## src/rtl/mult_seq_ctrl_pkg.sv

```systemverilog
// Shared types and helpers for the shift-add multiplier sequencer.
package mult_ctrl_pkg;

   // Sequencer states; the per-bit work is tracked by a separate iteration counter.
   typedef enum logic [2:0] {
      StIdle  = 3'd0,
      StClr   = 3'd1,
      StAdd   = 3'd2,
      StShift = 3'd3,
      StHold  = 3'd4
   } state_t;

   // Iteration counter width; never below one bit so degenerate widths still elaborate.
   function automatic int unsigned cnt_width(input int unsigned n);
      return (n > 1) ? $clog2(n) : 1;
   endfunction

endpackage

```

## src/rtl/mult_seq_ctrl_if.sv

```systemverilog
// Handshake and strobe bundle between the multiplier top level and its sequencer.
interface mult_seq_ctrl_if;

   logic ClearA_LoadB;
   logic Run;
   logic M;
   logic Clr_XA;
   logic Ld_B;
   logic Add;
   logic Sub;
   logic Shift_En;
   logic Busy;
   logic Done;

   // Top level / switches side: issues requests and the multiplier bit, observes strobes.
   modport master (
      output ClearA_LoadB, Run, M,
      input  Clr_XA, Ld_B, Add, Sub, Shift_En, Busy, Done
   );

   // Sequencer side.
   modport slave (
      input  ClearA_LoadB, Run, M,
      output Clr_XA, Ld_B, Add, Sub, Shift_En, Busy, Done
   );

endinterface

```

## src/rtl/mult_seq_ctrl.sv

```systemverilog
// Sequencer for the N-bit signed shift-add multiplier: fixed FSM plus iteration counter.
// Each Run press performs N-1 conditional adds, one conditional subtract, and N shifts.
module mult_seq_ctrl
   import mult_ctrl_pkg::*;
#(
   parameter int unsigned N          = 8,
   parameter bit          CLR_ON_RUN = 1'b1
) (
   input logic              Clk,
   input logic              Reset,
   mult_seq_ctrl_if.slave   bus
);

   localparam int unsigned     CntW    = cnt_width(N);
   localparam logic [CntW-1:0] LastCnt = CntW'(N - 1);

   state_t          state_q, state_d;
   logic [CntW-1:0] cnt_q, cnt_d;
   logic            last_iter;

   // The final iteration handles the sign bit, so it subtracts instead of adding.
   assign last_iter = (cnt_q == LastCnt);

   // State and iteration counter registers.
   always_ff @(posedge Clk or negedge Reset) begin
      if (!Reset) begin
         state_q <= StIdle;
         cnt_q   <= '0;
      end else begin
         state_q <= state_d;
         cnt_q   <= cnt_d;
      end
   end

   // Next-state and counter update.
   always_comb begin
      state_d = state_q;
      cnt_d   = cnt_q;
      unique case (state_q)
         StIdle: begin
            if (bus.Run) begin
               state_d = StClr;
               cnt_d   = '0;
            end
         end
         StClr:   state_d = StAdd;
         StAdd:   state_d = StShift;
         StShift: begin
            if (last_iter) begin
               state_d = StHold;
            end else begin
               cnt_d   = cnt_q + CntW'(1);
               state_d = StAdd;
            end
         end
         // Wait for Run to drop so a held button cannot retrigger.
         StHold: begin
            if (!bus.Run) state_d = StIdle;
         end
         default: state_d = StIdle;
      endcase
   end

   // Moore outputs; Add/Sub additionally gated by the live multiplier bit.
   always_comb begin
      bus.Clr_XA   = 1'b0;
      bus.Ld_B     = 1'b0;
      bus.Add      = 1'b0;
      bus.Sub      = 1'b0;
      bus.Shift_En = 1'b0;
      bus.Busy     = 1'b0;
      bus.Done     = 1'b0;
      unique case (state_q)
         StIdle: begin
            bus.Clr_XA = bus.ClearA_LoadB;
            bus.Ld_B   = bus.ClearA_LoadB;
         end
         // Always visited so latency is independent of CLR_ON_RUN.
         StClr: begin
            bus.Clr_XA = CLR_ON_RUN;
            bus.Busy   = 1'b1;
         end
         StAdd: begin
            bus.Busy = 1'b1;
            bus.Add  = bus.M & ~last_iter;
            bus.Sub  = bus.M & last_iter;
         end
         StShift: begin
            bus.Shift_En = 1'b1;
            bus.Busy     = 1'b1;
         end
         StHold: bus.Done = 1'b1;
         default: ;
      endcase
   end

endmodule

```

## src/flat_wrapper.sv

```systemverilog
// flat-port wrapper written by rule: the top's interface ports become plain ports
module mult_seq_ctrl_flat import mult_ctrl_pkg::*;
#(
   parameter int unsigned N          = 8,
   parameter bit          CLR_ON_RUN = 1'b1
)
  (Clk, Reset, bus_ClearA_LoadB, bus_Run, bus_M, bus_Clr_XA, bus_Ld_B, bus_Add, bus_Sub, bus_Shift_En, bus_Busy, bus_Done);
  mult_seq_ctrl_if bus_i ();
  input logic Clk;
  input logic Reset;
  input wire logic [$bits(bus_i.ClearA_LoadB)-1:0] bus_ClearA_LoadB;
  input wire logic [$bits(bus_i.Run)-1:0] bus_Run;
  input wire logic [$bits(bus_i.M)-1:0] bus_M;
  output wire logic [$bits(bus_i.Clr_XA)-1:0] bus_Clr_XA;
  output wire logic [$bits(bus_i.Ld_B)-1:0] bus_Ld_B;
  output wire logic [$bits(bus_i.Add)-1:0] bus_Add;
  output wire logic [$bits(bus_i.Sub)-1:0] bus_Sub;
  output wire logic [$bits(bus_i.Shift_En)-1:0] bus_Shift_En;
  output wire logic [$bits(bus_i.Busy)-1:0] bus_Busy;
  output wire logic [$bits(bus_i.Done)-1:0] bus_Done;
  assign bus_i.ClearA_LoadB = bus_ClearA_LoadB;
  assign bus_i.Run = bus_Run;
  assign bus_i.M = bus_M;
  assign bus_Clr_XA = bus_i.Clr_XA;
  assign bus_Ld_B = bus_i.Ld_B;
  assign bus_Add = bus_i.Add;
  assign bus_Sub = bus_i.Sub;
  assign bus_Shift_En = bus_i.Shift_En;
  assign bus_Busy = bus_i.Busy;
  assign bus_Done = bus_i.Done;
  mult_seq_ctrl #(.N(N), .CLR_ON_RUN(CLR_ON_RUN)) u_core (.Clk(Clk), .Reset(Reset), .bus(bus_i));
endmodule
```

## config.mk

```make
export PLATFORM = sky130hd
export DESIGN_NAME = mult_seq_ctrl_flat
export DESIGN_NICKNAME = d
export VERILOG_FILES = /design/src/rtl/mult_seq_ctrl_pkg.sv /design/src/rtl/mult_seq_ctrl_if.sv /design/src/rtl/mult_seq_ctrl.sv /design/src/flat_wrapper.sv
export SDC_FILE = /design/constraint.sdc
export NUM_CORES = 1
export LEC_CHECK = 0
export ABC_AREA = 1
export BUFFER_PORTS_ARGS = -buffer_cell sky130_fd_sc_hd__buf_2
export CAP_MARGIN = 20
export CORE_AREA = 3 3 40 42
export CTS_CLUSTER_SIZE = 25
export DETAILED_ROUTE_END_ITERATION = 6
export DIE_AREA = 0 0 43 45
export HOLD_SLACK_MARGIN = 0.05
export PLACE_DENSITY = 0.45
export SLEW_MARGIN = 10
export SYNTH_ARGS = -nofsm -noshare
export SYNTH_HDL_FRONTEND = slang
export SYNTH_SLANG_ARGS = --single-unit
```

## constraint.sdc

```tcl
create_clock -name Clk -period 1.45 [get_ports Clk]
set_clock_uncertainty 0.1 [all_clocks]
set_input_delay 0.0725 -clock Clk [delete_from_list [all_inputs] [get_ports Clk]]
set_output_delay 0.0725 -clock Clk [all_outputs]
set_load 0.01 [all_outputs]
```

After elaboration in Yosys (flattened, before gate mapping)
Index checks and enable logic that the tools add are counted.
W data, S select, Z words.
Word-level totals
  input bits: 5
  register bits after elaboration: 6
  word-level logic and storage cells: 33
  output and inout port bits: 7
Cells by class
  bitwise logic cells: 3
  add/sub/neg operators: 1
  multiplexer cells: 14
  reduce and logical (&&, ||, !) cells: 5
  eq/ne operators: 8
Operators by type and width (count)
  $mux W3: 5
  $pmux W3 S5: 1
  $eq A3 B2 Y1 const B: 2
  $eq A3 B3 Y1 const B: 2
  $mux W1: 6
  $ne A2 B2 Y1 const B: 3
  $pmux W3 S2: 1
  $add A3 B1 Y3 const B: 1
  $eq A3 B1 Y1 const B: 1
  $logic_not A3 Y1: 1
  $reduce_and A3 Y1: 1
  $reduce_or A3 Y1: 1
  $and A1 B1 Y1: 2
  $pmux W1 S2: 1
  $reduce_and A2 Y1: 1
  $reduce_bool A2 Y1: 1
  $not A1 Y1: 1

Depth between registers and ports, before layout
  depth in word-level cells: 4
  depth in mapped cells: 8
  gate-level depth less buffers: 8

Worst setup path before layout
Ideal clock, no wire load.
  path kind: flip-flop to flip-flop
  from: reg u_core.cnt_q[0]
  to: reg u_core.cnt_q[0]
  library setup time: 0.117 ns
  cell stages (with the launch flop): 9
  setup slack: 0.105 ns
  data arrival time: 1.129 ns
  path buffers: 0
  clock period less this slack: 1.345 ns
  required time: 1.233 ns
  cells stage by stage: dfrtp_1 ha_1 ha_1 inv_1 nand2_1 nand2_2 nand2_2 nand2_1 nand2_1
Between the ends
  word-level cells in the longest chain between the ends: 3
  elaborated cells between the ends (all ways): 6
  those cells by class: add/sub: 1; eq/ne: 2; mux: 2; reduce/logical: 1
RTL lines
  start, declared: RTL line mult_seq_ctrl.sv:18  | logic [CntW-1:0] cnt_q, cnt_d;
  start signal, assigned: RTL line mult_seq_ctrl.sv:31  | cnt_q <= cnt_d;
  $add A3 B1 Y3 or $eq A3 B3 Y1 (tied branches): RTL line mult_seq_ctrl.sv:52, mult_seq_ctrl.sv:22
  $mux W3 or $ne A2 B2 Y1 (tied branches)
  $pmux W3 S2 or $reduce_and A3 Y1 (tied branches)
Parallel ways exist; a longest one is shown, timed or not. The select of a mux whose other input is x is not followed.
A chain may end at the register's enable or synchronous reset.

Worst setup path in the final report
  from: reg u_core.cnt_q[0]
  to: out bus_Add
Between the ends
  word-level cells in the longest chain between the ends: 4
RTL lines
  $eq A3 B3 Y1: RTL line mult_seq_ctrl.sv:22  | assign last_iter = (cnt_q == LastCnt);
  $not A1 Y1: RTL line mult_seq_ctrl.sv:85  | bus.Add = bus.M & ~last_iter;
  $and A1 B1 Y1: RTL line mult_seq_ctrl.sv:85
  $mux W1: RTL line mult_seq_ctrl.sv:73  | unique case (state_q)
  end, declared: RTL line flat_wrapper.sv:16  | output wire logic [$bits(bus_i.Add)-1:0] bus_Add;
No other way between the ends.

==> reports/results.ini <==
[die]
die_y_um = 45
start_util = 0.277
die_x_um = 43
pin_count = 12
core_um2 = 1280
die_area_um2 = 1940
std_cell_rows = 13

[sta]
slew_violations = 0
finalCritPeriodShare = 0.954
rsz0062_at_grt = yes
period_needed_ns = 1.38
fin_hold_ws_ns = 0.0896
finalSetupTns_ns = 0
hold_violations = 0
worstMarginPinSlew_ns = 0.223
slew_headroom = 0.850
setup_violations = 0
fmax_mhz = 723

[clock_network]
clock-sinks = 6
cts_tree = done
clkTransAtPathRegs_ns = 0.04
cts_buffers = 3
cts_max_level = 1
cts-root-buf = clkbuf_4
insertion_delay_ns = 0.24
clk_path_buf_depth = 2

[global_route]
grt.total_usage = 0.0922
grt_pass1_wl_um = 1240
grt_antenna_before_repair = 0
first_global_vias = 315
gr-total-overflow = 0
grt_max_degree = 8

[synthesis]
avgSynthCellArea_um2 = 7.25
ys_seq_elements = 6
synth.net_count = 56
syn_inst = 49
syn_area_um2 = 355
ys.warnings.count = 0
ys_seq_area_frac = 0.423
synth.distinct_cells = 11

[route]
wl_per_cell_um = 9.72
viasPerCell = 4.36
drt_first_pass_iters = 2
ant_nets = 0
drc = 0
via_count = 362
drt_wl_total_um = 807
drt-initial-drc-count = 2

[critical_path]
end_kind = output pin
r2r_end = u_core.cnt_q[1]
startpoint = u_core.cnt_q[0]
r2r_start = u_core.cnt_q[0]
critPathMaxFanout = 2
max_stage_delay_ns = 0.40
start_kind = register
cp_cell_sequence = ha_4, ha_4, nor3_2, buf_2
endpoint = bus_Add
crit_top_cell = ha_4
cp.arrival_ns = 1.21
crit_required_ns = 1.28
crit_slowest_cell = dfrtp_1
rr_worst_depth = 8
critPathKind = register to output pin
r2r_setup_slack_ns = 0.11

[layout]
fin_util = 0.419
fin_cells = 83
nets = 77
fillers = 135
diodes = 0
multiInputGateArea_um2 = 220
area_delta_synth_final_pct = 51.4
regArea_um2 = 154
layout.cells.most_common_list = 11 x nand2_1, 11 x buf_2, 8 x nor2_1
drive_above_1_share = 0.441

[power]
vdd_drop_max_mv = 0.544
power_density_nw_per_um2 = 1510
power_mw = 0.810
p_leak_nw = 0.270

[placement]
finalWeightedCongestion = 0.695
hpwl_um = 621
portBuffers = 11
dp.cells = 77

[status]
status = completed

[min_path]
hold_class = primary input to asynchronous set/reset pin

[flow_run]
cap_violations = 0

## synthesized netlist by cell type
library cell	count	share of area
nand2_1	11	0.12
nor2_1	9	0.095
dfrtp_1	6	0.42
inv_1	6	0.063
nor3_1	5	0.070
nand3_1	4	0.056
nand2_2	3	0.053
ha_1	2	0.070
nor2_2	1	0.018
o21a_1	1	0.021
o21ai_0	1	0.014
## cells by family after synthesis
| logic type | after synthesis | share of synthesized area |
|---|---|---|
| AO/OA/AOI/OAI | 2 | 0.0352 |
| AND/OR/NAND/NOR | 33 | 0.408 |
| buffers and inverters | 6 | 0.0634 |
| adder cells (fa/ha/maj) | 2 | 0.0704 |
| flip-flops | 6 | 0.423 |
## worst min-delay path by stage
stage          slack [ns]  depth (start not counted)              end
2_1_floorplan       -0.32                          0  u_core.cnt_q[0]
3_3_place_gp        -0.20                          1  u_core.cnt_q[2]
3_5_place_dp        -0.19                          1  u_core.cnt_q[2]
4_1_cts              0.07                          2  u_core.cnt_q[2]
5_1_grt               0.1                          2  u_core.cnt_q[2]
6_report             0.09                          2  u_core.cnt_q[2]
## metal layers
layer	global-route usage	wire length (µm)
met1	0.115	363
met2	0.126	391
met3	0.0120	39
met4	0.108	12
met5	0	0
## metrics by stage
stage	worst slack (ns)	instance area, µm²
after global routing	-0.0247	538
final	0.0666	538
after detailed placement	0.0524	444
after global placement	0.0509	444
after floorplan	0.105	355
after CTS	-0.0222	499
## state kept, by name, indices dropped and copies added, names as in the netlist
name / cells
u_core.cnt_q: 3
u_core.state_q: 3
## power breakdown
group          total [mW]  internal (mW)  switching, mW  leakage [nW]
Clock               0.149         0.0933         0.0561        0.0138
Combinational       0.373          0.167          0.205         0.185
Sequential          0.288          0.222         0.0654        0.0712
## area by class of cell
type | count | share of cell area
clock buffers | 3 | 0.0419
inverters | 6 | 0.0465
multi-input cells | 37 | 0.409
flip-flops and latches | 6 | 0.286
well taps | 15 | 0.0349
repair buffers | 16 | 0.181
## what timing repair did
action                                  in CTS  in global routing
buffers inserted                             0                  2
endpoints found under the setup margin       2                  6
pin swaps                                    2                  4
hold buffers                                 2                  0
gates resized for setup                      4                  8
cloned                                       0                  0
endpoints found under the hold margin        7                  0
## worst max-delay path, delay by kind of cell, from the launching register on
family | cells | cell delay [ns]
adders and majority gates | 2 | 0.34
buffers and inverters | 1 | 0.15
DFF | 1 | 0.40
and+or+nand+nor | 1 | 0.09
Power figures use the tool's default switching activity.
